File: src/rtl/uart_pkg.sv
// -----------------------------------------------------------------------------
// uart_pkg
// Shared definitions for the parametrised UART transceiver:
//   - uart_state_e : 3-bit state encoding used by both the TX and RX FSMs
//   - PAR_*        : parity mode codes matching the PARITY parameter values
//   - UART_OP_WRITE: UARTOp code that requests a transmit
//   - parity_bit() : parity bit for a (zero-extended) data word
// -----------------------------------------------------------------------------
package uart_pkg;

    typedef enum logic [2:0] {
        ST_IDLE   = 3'd0,
        ST_START  = 3'd1,
        ST_DATA   = 3'd2,
        ST_PARITY = 3'd3,
        ST_STOP   = 3'd4,
        ST_BREAK  = 3'd5
    } uart_state_e;

    localparam logic [1:0] PAR_NONE = 2'd0;
    localparam logic [1:0] PAR_ODD  = 2'd1;
    localparam logic [1:0] PAR_EVEN = 2'd2;

    localparam logic [1:0] UART_OP_WRITE = 2'b10;

    // Unused upper bits of i_data must be zero so they do not disturb the XOR.
    function automatic logic parity_bit(input logic [8:0] i_data, input logic [1:0] i_mode);
        logic w_even;
        w_even = ^i_data;
        if (i_mode == PAR_ODD) begin
            return ~w_even;
        end else begin
            return w_even;
        end
    endfunction

endpackage

File: src/rtl/uart_bit_timer.sv
// -----------------------------------------------------------------------------
// uart_bit_timer
// Free-running bit-period counter. Counts 0 .. BIT_CLKS-1 and wraps; held at 0
// while i_clear is high, so the first cycle after clear is count 0 of a bit.
// Ports:
//   i_clk, i_rst   : clock, synchronous active-high reset
//   i_clear        : hold the count at zero
//   o_mid_tick     : count == (BIT_CLKS-1)/2 (mid-bit sample point)
//   o_end_tick     : count == BIT_CLKS-1 (last cycle of the bit)
// -----------------------------------------------------------------------------
module uart_bit_timer #(
    parameter int BIT_CLKS = 10
) (
    input  logic i_clk,
    input  logic i_rst,
    input  logic i_clear,
    output logic o_mid_tick,
    output logic o_end_tick
);

    localparam logic [15:0] MID_COUNT  = 16'((BIT_CLKS - 1) / 2);
    localparam logic [15:0] LAST_COUNT = 16'(BIT_CLKS - 1);

    logic [15:0] r_count;

    // Bit-period counter with clear and wrap at the end of each bit.
    always_ff @(posedge i_clk) begin
        if (i_rst) begin
            r_count <= 16'd0;
        end else if (i_clear) begin
            r_count <= 16'd0;
        end else if (r_count == LAST_COUNT) begin
            r_count <= 16'd0;
        end else begin
            r_count <= r_count + 16'd1;
        end
    end

    assign o_mid_tick = (r_count == MID_COUNT);
    assign o_end_tick = (r_count == LAST_COUNT);

endmodule

File: src/rtl/uart_param.sv
// -----------------------------------------------------------------------------
// uart_param
// Full-duplex UART with compile-time data width (5..9), parity (0 none,
// 1 odd, 2 even) and 1 or 2 stop bits. TX and RX run independently.
// Ports:
//   clk, rst          : clock, synchronous active-high reset
//   UARTOp, WriteData : 2'b10 starts a transmit of WriteData when TxBusy is 0
//   ReadData          : last received payload, zero-extended to 32 bits
//   DataReadFromLine  : one-cycle strobe when ReadData/error flags update
//   ParityError       : last frame's parity mismatched (0 with no parity)
//   FrameError        : last frame's first stop bit sampled low
//   TxBusy            : transmitter occupied; writes are dropped
//   rx, tx            : serial pins (rx asynchronous, tx idles high)
// -----------------------------------------------------------------------------
module uart_param
    import uart_pkg::*;
#(
    parameter int CLK_FREQUENCY = 50_000_000,
    parameter int BAUD_RATE     = 9600,
    parameter int DATA_BITS     = 8,
    parameter int PARITY        = 0,
    parameter int STOP_BITS     = 1
) (
    input  logic                 clk,
    input  logic                 rst,
    input  logic [1:0]           UARTOp,
    input  logic [DATA_BITS-1:0] WriteData,
    output logic [31:0]          ReadData,
    output logic                 DataReadFromLine,
    output logic                 ParityError,
    output logic                 FrameError,
    output logic                 TxBusy,
    input  logic                 rx,
    output logic                 tx
);

    localparam int         BIT_CLKS      = CLK_FREQUENCY / BAUD_RATE;
    localparam logic [1:0] PAR_MODE      = 2'(PARITY);
    localparam bit         HAS_PARITY    = (PARITY != 0);
    localparam logic [3:0] LAST_DATA_IDX = 4'(DATA_BITS - 1);
    localparam logic [3:0] LAST_STOP_IDX = 4'(STOP_BITS - 1);

    if (BIT_CLKS > 65535 || BIT_CLKS < 4) begin : g_bad_bit_clks
        $error("uart_param: BIT_CLKS must be within 4..65535");
    end
    if (DATA_BITS < 5 || DATA_BITS > 9 || PARITY < 0 || PARITY > 2 ||
        STOP_BITS < 1 || STOP_BITS > 2) begin : g_bad_frame
        $error("uart_param: unsupported frame format");
    end

    // ------------------------------------------------------------------ TX
    uart_state_e          r_tx_state,  w_tx_state_next;
    logic [DATA_BITS-1:0] r_tx_shift,  w_tx_shift_next;
    logic [3:0]           r_tx_bitcnt, w_tx_bitcnt_next;
    logic                 r_tx_par,    w_tx_par_next;
    logic                 r_tx;
    logic                 r_tx_busy;
    logic                 w_tx_end;
    logic                 w_tx_mid_unused;

    uart_bit_timer #(.BIT_CLKS(BIT_CLKS)) u_tx_timer (
        .i_clk      (clk),
        .i_rst      (rst),
        .i_clear    (r_tx_state == ST_IDLE),
        .o_mid_tick (w_tx_mid_unused),
        .o_end_tick (w_tx_end)
    );

    // TX FSM state and datapath registers.
    always_ff @(posedge clk) begin
        if (rst) begin
            r_tx_state  <= ST_IDLE;
            r_tx_shift  <= '0;
            r_tx_bitcnt <= 4'd0;
            r_tx_par    <= 1'b0;
        end else begin
            r_tx_state  <= w_tx_state_next;
            r_tx_shift  <= w_tx_shift_next;
            r_tx_bitcnt <= w_tx_bitcnt_next;
            r_tx_par    <= w_tx_par_next;
        end
    end

    // TX next state: the shift register advances at the end of each data bit;
    // r_tx_bitcnt indexes data bits, then stop bits.
    always_comb begin
        w_tx_state_next  = r_tx_state;
        w_tx_shift_next  = r_tx_shift;
        w_tx_bitcnt_next = r_tx_bitcnt;
        w_tx_par_next    = r_tx_par;
        case (r_tx_state)
            ST_IDLE: begin
                if (UARTOp == UART_OP_WRITE && !r_tx_busy) begin
                    w_tx_state_next  = ST_START;
                    w_tx_shift_next  = WriteData;
                    w_tx_bitcnt_next = 4'd0;
                    w_tx_par_next    = parity_bit(9'(WriteData), PAR_MODE);
                end else begin
                    w_tx_state_next = ST_IDLE;
                end
            end
            ST_START: begin
                if (w_tx_end) begin
                    w_tx_state_next  = ST_DATA;
                    w_tx_bitcnt_next = 4'd0;
                end else begin
                    w_tx_state_next = ST_START;
                end
            end
            ST_DATA: begin
                if (w_tx_end) begin
                    w_tx_shift_next = r_tx_shift >> 1;
                    if (r_tx_bitcnt == LAST_DATA_IDX) begin
                        w_tx_bitcnt_next = 4'd0;
                        if (HAS_PARITY) begin
                            w_tx_state_next = ST_PARITY;
                        end else begin
                            w_tx_state_next = ST_STOP;
                        end
                    end else begin
                        w_tx_bitcnt_next = r_tx_bitcnt + 4'd1;
                    end
                end else begin
                    w_tx_state_next = ST_DATA;
                end
            end
            ST_PARITY: begin
                if (w_tx_end) begin
                    w_tx_state_next  = ST_STOP;
                    w_tx_bitcnt_next = 4'd0;
                end else begin
                    w_tx_state_next = ST_PARITY;
                end
            end
            ST_STOP: begin
                if (w_tx_end) begin
                    if (r_tx_bitcnt == LAST_STOP_IDX) begin
                        w_tx_state_next  = ST_IDLE;
                        w_tx_bitcnt_next = 4'd0;
                    end else begin
                        w_tx_bitcnt_next = r_tx_bitcnt + 4'd1;
                    end
                end else begin
                    w_tx_state_next = ST_STOP;
                end
            end
            default: begin
                w_tx_state_next  = ST_IDLE;
                w_tx_bitcnt_next = 4'd0;
            end
        endcase
    end

    // Registered line and busy outputs; they trail the FSM by one cycle, so
    // every bit on tx still lasts exactly BIT_CLKS cycles.
    always_ff @(posedge clk) begin
        if (rst) begin
            r_tx      <= 1'b1;
            r_tx_busy <= 1'b0;
        end else begin
            r_tx_busy <= (r_tx_state != ST_IDLE);
            case (r_tx_state)
                ST_START:  r_tx <= 1'b0;
                ST_DATA:   r_tx <= r_tx_shift[0];
                ST_PARITY: r_tx <= r_tx_par;
                default:   r_tx <= 1'b1;
            endcase
        end
    end

    assign tx     = r_tx;
    assign TxBusy = r_tx_busy;

    // ------------------------------------------------------------------ RX
    logic [1:0]           r_rx_sync;
    logic                 w_rx_in;
    uart_state_e          r_rx_state,  w_rx_state_next;
    logic [DATA_BITS-1:0] r_rx_shift,  w_rx_shift_next;
    logic [3:0]           r_rx_bitcnt, w_rx_bitcnt_next;
    logic                 r_rx_perr,   w_rx_perr_next;
    logic                 w_rx_strobe;
    logic                 w_rx_mid;
    logic                 w_rx_end;
    logic                 r_strobe;
    logic [31:0]          r_read_data;
    logic                 r_parity_error;
    logic                 r_frame_error;

    assign w_rx_in = r_rx_sync[1];

    uart_bit_timer #(.BIT_CLKS(BIT_CLKS)) u_rx_timer (
        .i_clk      (clk),
        .i_rst      (rst),
        .i_clear    (r_rx_state == ST_IDLE),
        .o_mid_tick (w_rx_mid),
        .o_end_tick (w_rx_end)
    );

    // Two-flop synchronizer for the asynchronous rx pin; resets to idle-high.
    always_ff @(posedge clk) begin
        if (rst) begin
            r_rx_sync <= 2'b11;
        end else begin
            r_rx_sync <= {r_rx_sync[0], rx};
        end
    end

    // RX FSM state and datapath registers.
    always_ff @(posedge clk) begin
        if (rst) begin
            r_rx_state  <= ST_IDLE;
            r_rx_shift  <= '0;
            r_rx_bitcnt <= 4'd0;
            r_rx_perr   <= 1'b0;
        end else begin
            r_rx_state  <= w_rx_state_next;
            r_rx_shift  <= w_rx_shift_next;
            r_rx_bitcnt <= w_rx_bitcnt_next;
            r_rx_perr   <= w_rx_perr_next;
        end
    end

    // RX next state: bits are sampled at mid-bit, states advance at bit end.
    // Data enters at the MSB so the first (LSB) bit ends up in bit 0.
    always_comb begin
        w_rx_state_next  = r_rx_state;
        w_rx_shift_next  = r_rx_shift;
        w_rx_bitcnt_next = r_rx_bitcnt;
        w_rx_perr_next   = r_rx_perr;
        w_rx_strobe      = 1'b0;
        case (r_rx_state)
            ST_IDLE: begin
                w_rx_bitcnt_next = 4'd0;
                w_rx_perr_next   = 1'b0;
                if (!w_rx_in) begin
                    w_rx_state_next = ST_START;
                end else begin
                    w_rx_state_next = ST_IDLE;
                end
            end
            ST_START: begin
                if (w_rx_mid && w_rx_in) begin
                    // Start bit gone high by mid-bit: treat as a glitch.
                    w_rx_state_next = ST_IDLE;
                end else if (w_rx_end) begin
                    w_rx_state_next  = ST_DATA;
                    w_rx_bitcnt_next = 4'd0;
                end else begin
                    w_rx_state_next = ST_START;
                end
            end
            ST_DATA: begin
                if (w_rx_mid) begin
                    w_rx_shift_next = {w_rx_in, r_rx_shift[DATA_BITS-1:1]};
                end else begin
                    w_rx_shift_next = r_rx_shift;
                end
                if (w_rx_end) begin
                    if (r_rx_bitcnt == LAST_DATA_IDX) begin
                        w_rx_bitcnt_next = 4'd0;
                        if (HAS_PARITY) begin
                            w_rx_state_next = ST_PARITY;
                        end else begin
                            w_rx_state_next = ST_STOP;
                        end
                    end else begin
                        w_rx_bitcnt_next = r_rx_bitcnt + 4'd1;
                    end
                end else begin
                    w_rx_state_next = ST_DATA;
                end
            end
            ST_PARITY: begin
                if (w_rx_mid) begin
                    w_rx_perr_next = (w_rx_in != parity_bit(9'(r_rx_shift), PAR_MODE));
                end else if (w_rx_end) begin
                    w_rx_state_next = ST_STOP;
                end else begin
                    w_rx_state_next = ST_PARITY;
                end
            end
            ST_STOP: begin
                if (w_rx_mid) begin
                    // Deliver on the first stop bit; a low stop bit is a
                    // framing error and may be the start of a line break.
                    w_rx_strobe = 1'b1;
                    if (w_rx_in) begin
                        w_rx_state_next = ST_IDLE;
                    end else begin
                        w_rx_state_next = ST_BREAK;
                    end
                end else begin
                    w_rx_state_next = ST_STOP;
                end
            end
            ST_BREAK: begin
                if (w_rx_in) begin
                    w_rx_state_next = ST_IDLE;
                end else begin
                    w_rx_state_next = ST_BREAK;
                end
            end
            default: begin
                w_rx_state_next = ST_IDLE;
            end
        endcase
    end

    // Receive outputs: loaded together on the strobe, held until the next one.
    always_ff @(posedge clk) begin
        if (rst) begin
            r_strobe       <= 1'b0;
            r_read_data    <= 32'd0;
            r_parity_error <= 1'b0;
            r_frame_error  <= 1'b0;
        end else begin
            r_strobe <= w_rx_strobe;
            if (w_rx_strobe) begin
                r_read_data    <= 32'(r_rx_shift);
                r_parity_error <= r_rx_perr;
                r_frame_error  <= ~w_rx_in;
            end
        end
    end

    assign ReadData         = r_read_data;
    assign DataReadFromLine = r_strobe;
    assign ParityError      = r_parity_error;
    assign FrameError       = r_frame_error;

endmodule

File: config.mk
export PLATFORM = sky130hd
export DESIGN_NAME = uart_param
export DESIGN_NICKNAME = d
export VERILOG_FILES = /design/src/rtl/uart_pkg.sv /design/src/rtl/uart_bit_timer.sv /design/src/rtl/uart_param.sv
export SDC_FILE = /design/constraint.sdc
export NUM_CORES = 1
export LEC_CHECK = 0
export CAP_MARGIN = 20
export CORE_UTILIZATION = 50
export DETAILED_ROUTE_END_ITERATION = 6
export PLACE_DENSITY = 0.79
export SETUP_SLACK_MARGIN = 0.5
export SLEW_MARGIN = 10
export SYNTH_ARGS = -nofsm -noshare
export SYNTH_HDL_FRONTEND = slang
export SYNTH_SLANG_ARGS = --single-unit
File: constraint.sdc
create_clock -name clk -period 2.7 [get_ports clk]
set_clock_uncertainty 0.2 [all_clocks]
set_input_delay 0.54 -clock clk [delete_from_list [all_inputs] [get_ports clk]]
set_output_delay 0.54 -clock clk [all_outputs]
set_load 0.01 [all_outputs]
==> flow_metrics.py, run 1 <==
metrics = {
    "sta": {
        "setup_viol_count_final": 0,
        "drv_slew": 0,
        "slew_headroom_pct": 49.8,
        "fin_tns_setup_ns": 0,
        "hold_viol": 0,
        "finalCritPeriodShare_pct": 94.1,
        "fmax_mhz": 394,
        "worst_slew_pin_slew_ns": 0.750,
        "min_period_ns": 2.54,
        "grt_setup_unrepaired": "yes",
    },
    "synth": {
        "ys_seq_area_share_pct": 41.0,
        "synth_ff_type": "dfxtp_1",
        "synth_warnings": 0,
        "ys_types": 51,
        "synth_top_area_share_pct": 41.0,
        "synth_area_mm2": 0.00385,
        "syn_inst": 436,
        "synth-edff-count": 0,
        "async_flop_share_pct": 0,
        "avgSynthCellArea_um2": 8.84,
        "synth_top_area_cell": "dfxtp_1",
        "synthTopCellsByArea": "dfxtp_1 (41%), mux2i_1 (6.5%), nor2_1 (6.4%)",
        "ys_ff_latch": 79,
    },
    "worst_setup_path": {
        "r2r_slack_ns": 0.16,
        "startpoint": "u_tx_timer.r_count[15]",
        "cp.arrival_ns": 2.57,
        "crit_type": "flop to flop",
        "r2r_cells": 7,
        "required_ns": 2.73,
        "r2r-start": "u_tx_timer.r_count[15]",
        "reg2reg_to": "r_tx_bitcnt[2]",
        "worstPathMaxFanout": 5,
        "crit_path_end_kind": "flop",
        "startpoint_type": "flop",
    },
    "worst_hold_path": {
        "worstHoldPathType": "flop to flop",
        "holdPathStages": 1,
        "whs_endpoint": "r_rx_sync[1]",
        "min_from": "r_rx_sync[0]",
    },
    "final_layout": {
        "drive_above_1_share_pct": 20.2,
        "n_fill_cell": 569,
        "diodes": 0,
        "final_cells": 590,
        "final_common_cell": "dfxtp_1",
        "final_cell_mix": "dfxtp_1 (72), nor2_1 (56), xnor2_1 (26)",
        "layout.nets": 504,
        "synthToLayoutAreaGrowth_pct": 24.8,
    },
    "floorplan": {
        "dieArea_mm2": 0.00806,
        "core-area_mm2": 0.00737,
        "num_rows": 31,
        "io_pins": 50,
        "die_height_um": 89.8,
        "die_x_um": 89.8,
        "start_util_pct": 52.3,
    },
    "run": {
        "maxCapViolCount": 0,
    },
    "pwr": {
        "p_per_area_mw_per_mm2": 463,
        "p_leak_nw": 1.71,
        "vdd_drop_max_uv": 255,
    },
    "clock_tree": {
        "cts_tree": "done",
        "clk_pin_slew_ns": 0.09,
        "numCtsBuffers": 9,
        "insertion_delay_ns": 0.35,
        "cts_buffer_depth": 2,
        "clock_sinks": 79,
        "cts_max_level": 3,
        "clockRootBuffer": "clkbuf_8",
    },
    "route": {
        "drt-total-wl_mm": 8.63,
        "drt_iter0_markers": 121,
        "first_pass_iters": 5,
        "drcViolationCount": 0,
        "num_vias": 3270,
        "post_drt_wl_per_cell_um": 14.6,
        "via_per_inst": 5.54,
        "postRouteAntennaNets": 0,
    },
    "global_routing": {
        "antenna_found_initial": 0,
        "grt_pass1_vias": 3062,
        "grt_start_max_net_pins": 30,
        "overflow": 0,
        "grt_pass1_wl_mm": 13.8,
        "grtUsageTotal_pct": 20.6,
    },
    "placed_design": {
        "io_buffers": 25,
        "dp_cells": 555,
        "hpwl_mm": 5.09,
        "routabilityCongestion": 0.867,
    },
    "run_status": {
        "status": "finished clean",
    },
}
[through the flow]
step / instance area [um^2] / hold WS, ns / power, mW / setup slack, ns / utilization, %
floorplan: 3990 / 0.189 / 1.34 / 0.182 / -
global placement: 4200 / 0.194 / 1.35 / 0.176 / 57.0
detailed placement: 4200 / 0.196 / 1.35 / 0.125 / 57.0
CTS: 4600 / 0.209 / 2.23 / 0.249 / 62.4
global route: 4810 / 0.231 / 2.31 / 0.0969 / 65.3
finish: 4810 / 0.204 / 2.23 / 0.160 / 65.3
[worst max-delay path by stage]
stage	endpoint	slack (ns)
2_1_floorplan	r_tx_bitcnt[1]	0.18
3_3_place_gp	r_tx_bitcnt[1]	0.18
3_5_place_dp	r_tx_bitcnt[1]	0.13
4_1_cts	r_tx_bitcnt[1]	0.25
5_1_grt	r_tx_bitcnt[2]	0.1
6_report	r_tx_bitcnt[2]	0.16
[per-layer routing]
layer | GRT usage, % | up-vias | routed length [um]
met5 | 0 | - | 0
li1 | - | 1587 | -
met3 | 5.50 | 12 | 419
met2 | 36.2 | 105 | 4420
met1 | 24.4 | 1566 | 3670
met4 | 6.56 | 0 | 122
[kinds of logic after synthesis]
logic type | Yosys count | share of synthesized area, %
adders and majority gates | 5 | 1.62
xor gates and xnor gates | 42 | 9.55
other | 1 | 0.0973
DFF | 79 | 41.0
muxes | 25 | 6.49
AOI/OAI and AO/OA | 55 | 9.35
and+or+nand+nor | 181 | 24.6
buffers and inverters | 48 | 7.24
[critical path: stages, from the launching register on]
cell,delay [ns]
dfxtp_1,0.34
or4b_1,0.57
or4_4,0.54
o2bb2ai_4,0.16
buf_4,0.14
buf_6,0.11
o21ai_0,0.27
a21oi_2,0.09
[timing repair]
item	in CTS	in global routing
gates resized for setup	25	39
gates cloned	1	1
hold buffers	0	0
endpoints found under the setup margin	66	54
buffers inserted	13	4
pin swaps	16	17
[power breakdown]
part           switching (mW)  internal, mW  total (mW)
registers              0.0152          1.18        1.19
clock network           0.442         0.428       0.870
logic                  0.0911        0.0730       0.164
total                   0.548          1.68        2.23
[cell type report]
cell class | count | area [um^2] | area share, %
Timing Repair Buffer | 57 | 537 | 11.2
Clock buffer | 9 | 124 | 2.57
Inverter | 6 | 22.5 | 0.468
Clock inverter | 7 | 72.6 | 1.51
Sequential cell | 79 | 1600 | 33.2
Multi-Input combinational cell | 333 | 2330 | 48.5
Tap cell | 99 | 124 | 2.57
[synth_stat cells (5+ instances only)]
cell      count
dfxtp_1      79
nor2_1       66
xnor2_1      26
mux2i_1      25
buf_4        24
nand2_1      23
a21oi_1      17
nand3_1      17
xor2_1       16
clkbuf_1     15
nor3_1       11
nand4_1       9
o21ai_0       9
and3_1        8
a211oi_1      7
a31oi_1       7
nor4_1        7
inv_1         6
nor2b_1       6
ha_1          5
[state kept, by name, summed over array words and instances, names as in the netlist, 3 cells and up]
| signal | cells |
|---|---|
| u_rx_timer.r_count | 16 |
| u_tx_timer.r_count | 16 |
| r_tx_state | 3 |
| r_rx_bitcnt | 4 |
| r_tx_shift | 8 |
| r_rx_shift | 8 |
| ReadData | 8 |
| r_tx_bitcnt | 4 |
| r_rx_state | 3 |
Note: power is estimated with default switching activity, not from simulation.
==> inputs of run 2 (changes only) <==
--- a/config.mk
+++ b/config.mk
@@ -6,6 +6,7 @@
 export NUM_CORES = 1
 export LEC_CHECK = 0
 export CAP_MARGIN = 20
+export CORE_ASPECT_RATIO = 0.8
 export CORE_UTILIZATION = 50
 export DETAILED_ROUTE_END_ITERATION = 6
 export PLACE_DENSITY = 0.79
==> run 2 against run 1 <==
Against the previous run: register-to-register slack improved by 0.05 ns; via count decreased by 2.5%; combinational power decreased by 6%; wire length decreased by 6.2%; fmax increased by 1.8%; sequential cell count unchanged; worst hold slack improved by 0.012 ns; setup slack improved by 0.046 ns; count of clock-buffer cells in the layout increased by 2; critical endpoint is now r_tx_bitcnt[1]; highest routed layer unchanged.
==> flow_metrics.py, run 2 (synthesis gave the netlist of run 1 again) <==
metrics = {
    "run_status": {
        "status": "finished clean",
    },
    "clock_tree": {
        "cts_max_level": 3,
        "insertion_delay_ns": 0.35,
        "cts_buffer_depth": 2,
        "clk_pin_slew_ns": 0.08,
        "numCtsBuffers": 9,
        "clock_sinks": 79,
        "cts_tree": "done",
        "cts_hold_repair.buffers": 0,
        "clockRootBuffer": "clkbuf_8",
    },
    "placed_design": {
        "io_buffers": 25,
        "hpwl_mm": 4.94,
        "dp_cells": 561,
        "routabilityCongestion": 0.817,
    },
    "global_routing": {
        "grt_start_max_net_pins": 32,
        "grtUsageTotal_pct": 19.7,
        "antenna_found_initial": 0,
        "grt_pass1_wl_mm": 12.8,
        "grt_pass1_vias": 2860,
        "overflow": 0,
    },
    "pwr": {
        "p_leak_nw": 1.75,
        "vdd_drop_max_uv": 377,
        "p_per_area_mw_per_mm2": 465,
    },
    "floorplan": {
        "die_height_um": 80.5,
        "io_pins": 50,
        "num_rows": 28,
        "die_x_um": 100,
        "start_util_pct": 51.9,
        "core-area_mm2": 0.00743,
        "dieArea_mm2": 0.00806,
    },
    "worst_hold_path": {
        "min_from": "r_rx_sync[0]",
        "whs_endpoint": "r_rx_sync[1]",
        "holdPathStages": 1,
        "worstHoldPathType": "flop to flop",
    },
    "route": {
        "via_per_inst": 5.30,
        "post_drt_wl_per_cell_um": 13.5,
        "drcViolationCount": 0,
        "first_pass_iters": 4,
        "drt-total-wl_mm": 8.09,
        "postRouteAntennaNets": 0,
        "num_vias": 3188,
        "drt_iter0_markers": 119,
    },
    "run": {
        "maxCapViolCount": 0,
    },
    "worst_setup_path": {
        "r2r-start": "u_tx_timer.r_count[13]",
        "cp.arrival_ns": 2.58,
        "startpoint_type": "flop",
        "r2r_slack_ns": 0.21,
        "crit_path_end_kind": "flop",
        "worstPathMaxFanout": 5,
        "reg2reg_to": "r_tx_bitcnt[1]",
        "r2r_cells": 5,
        "required_ns": 2.79,
        "crit_type": "flop to flop",
    },
    "sta": {
        "setup_viol_count_final": 0,
        "finalCritPeriodShare_pct": 92.4,
        "slew_headroom_pct": 59.8,
        "hold_viol": 0,
        "min_period_ns": 2.49,
        "drv_slew": 0,
        "fin_tns_setup_ns": 0,
        "grt_setup_unrepaired": "yes",
        "worst_slew_pin_slew_ns": 0.602,
        "fmax_mhz": 401,
    },
    "final_layout": {
        "final_cell_mix": "dfxtp_1 (70), nor2_1 (66), buf_4 (32)",
        "top_regs": "u_rx_timer.r_count (16), u_tx_timer.r_count (16)",
        "synthToLayoutAreaGrowth_pct": 24.3,
        "final_common_cell": "dfxtp_1",
        "final_cells": 601,
        "diodes": 0,
        "layout.nets": 509,
        "drive_above_1_share_pct": 18.8,
    },
}
run 2: changes by cell type in the layout (fill, tap and decap cells not counted), sizes merged:
cell,previous run,this run
buf,32,38
clkbuf,9,11
clkinv,3,2
clkinvlp,2,1
nand2,24,23
run 2: how the worst max path moves through the flow:
| stage | to | cells past startpoint | slack (ns) | start |
|---|---|---|---|---|
| after detailed placement | r_tx_bitcnt[1] | 5 | 0.08 | u_tx_timer.r_count[15] |
| final | r_tx_bitcnt[1] | 5 | 0.21 | u_tx_timer.r_count[13] |
| after global placement | r_tx_bitcnt[1] | 5 | 0.15 | u_tx_timer.r_count[15] |
| after global routing | r_tx_bitcnt[0] | 7 | 0.15 | u_tx_timer.r_count[1] |
| after floorplan | r_tx_bitcnt[1] | 6 | 0.18 | u_tx_timer.r_count[15] |
| after CTS | r_tx_bitcnt[1] | 6 | 0.13 | u_tx_timer.r_count[0] |
run 2: per-stage QoR:
stage / area, um^2 / util [%] / hold WS (ns) / total power [mW] / setup WS, ns
2_1_floorplan: 3990 / - / 0.189 / 1.34 / 0.182
3_3_place_gp: 4210 / 56.7 / 0.195 / 1.35 / 0.151
3_5_place_dp: 4210 / 56.7 / 0.196 / 1.35 / 0.0840
4_1_cts: 4580 / 61.7 / 0.221 / 2.24 / 0.133
5_1_grt: 4790 / 64.5 / 0.224 / 2.31 / 0.154
6_report: 4790 / 64.5 / 0.216 / 2.23 / 0.206
run 2: worst max-delay path: stages, from the launching register on:
cell and delay, ns:
dfxtp_2 0.33, or4b_4 0.54, or4_4 0.57, o2bb2ai_4 0.17, or4b_4 0.49, a21oi_2 0.13
run 2: final cells by class:
type	count	area [um^2]
fill	611	2640
inverter	6	22.5
clock buffer	11	141
clock inverter	5	56.3
tap	105	131
sequential	79	1600
timing repair buffer	63	558
multi-input combinational	332	2280
run 2: what timing repair did:
action	CTS	global route
setup buffers	12	11
hold endpoints to repair	0	0
gates cloned	0	1
setup endpoints to repair	63	70
resized for setup	18	30
pin swaps	10	14
run 2: where the power goes:
group | switching (mW) | internal, mW
Combinational | 0.0841 | 0.0696
Sequential | 0.0129 | 1.18
Clock | 0.429 | 0.453
run 2: layer usage:
| metal | wire, um | share of wire, % | global-route usage, % |
|---|---|---|---|
| met5 | 0 | 0 | 0 |
| met4 | 107 | 1.3 | 5.94 |
| met3 | 353 | 4.4 | 4.70 |
| met2 | 3980 | 49 | 32.5 |
| met1 | 3650 | 45 | 25.5 |
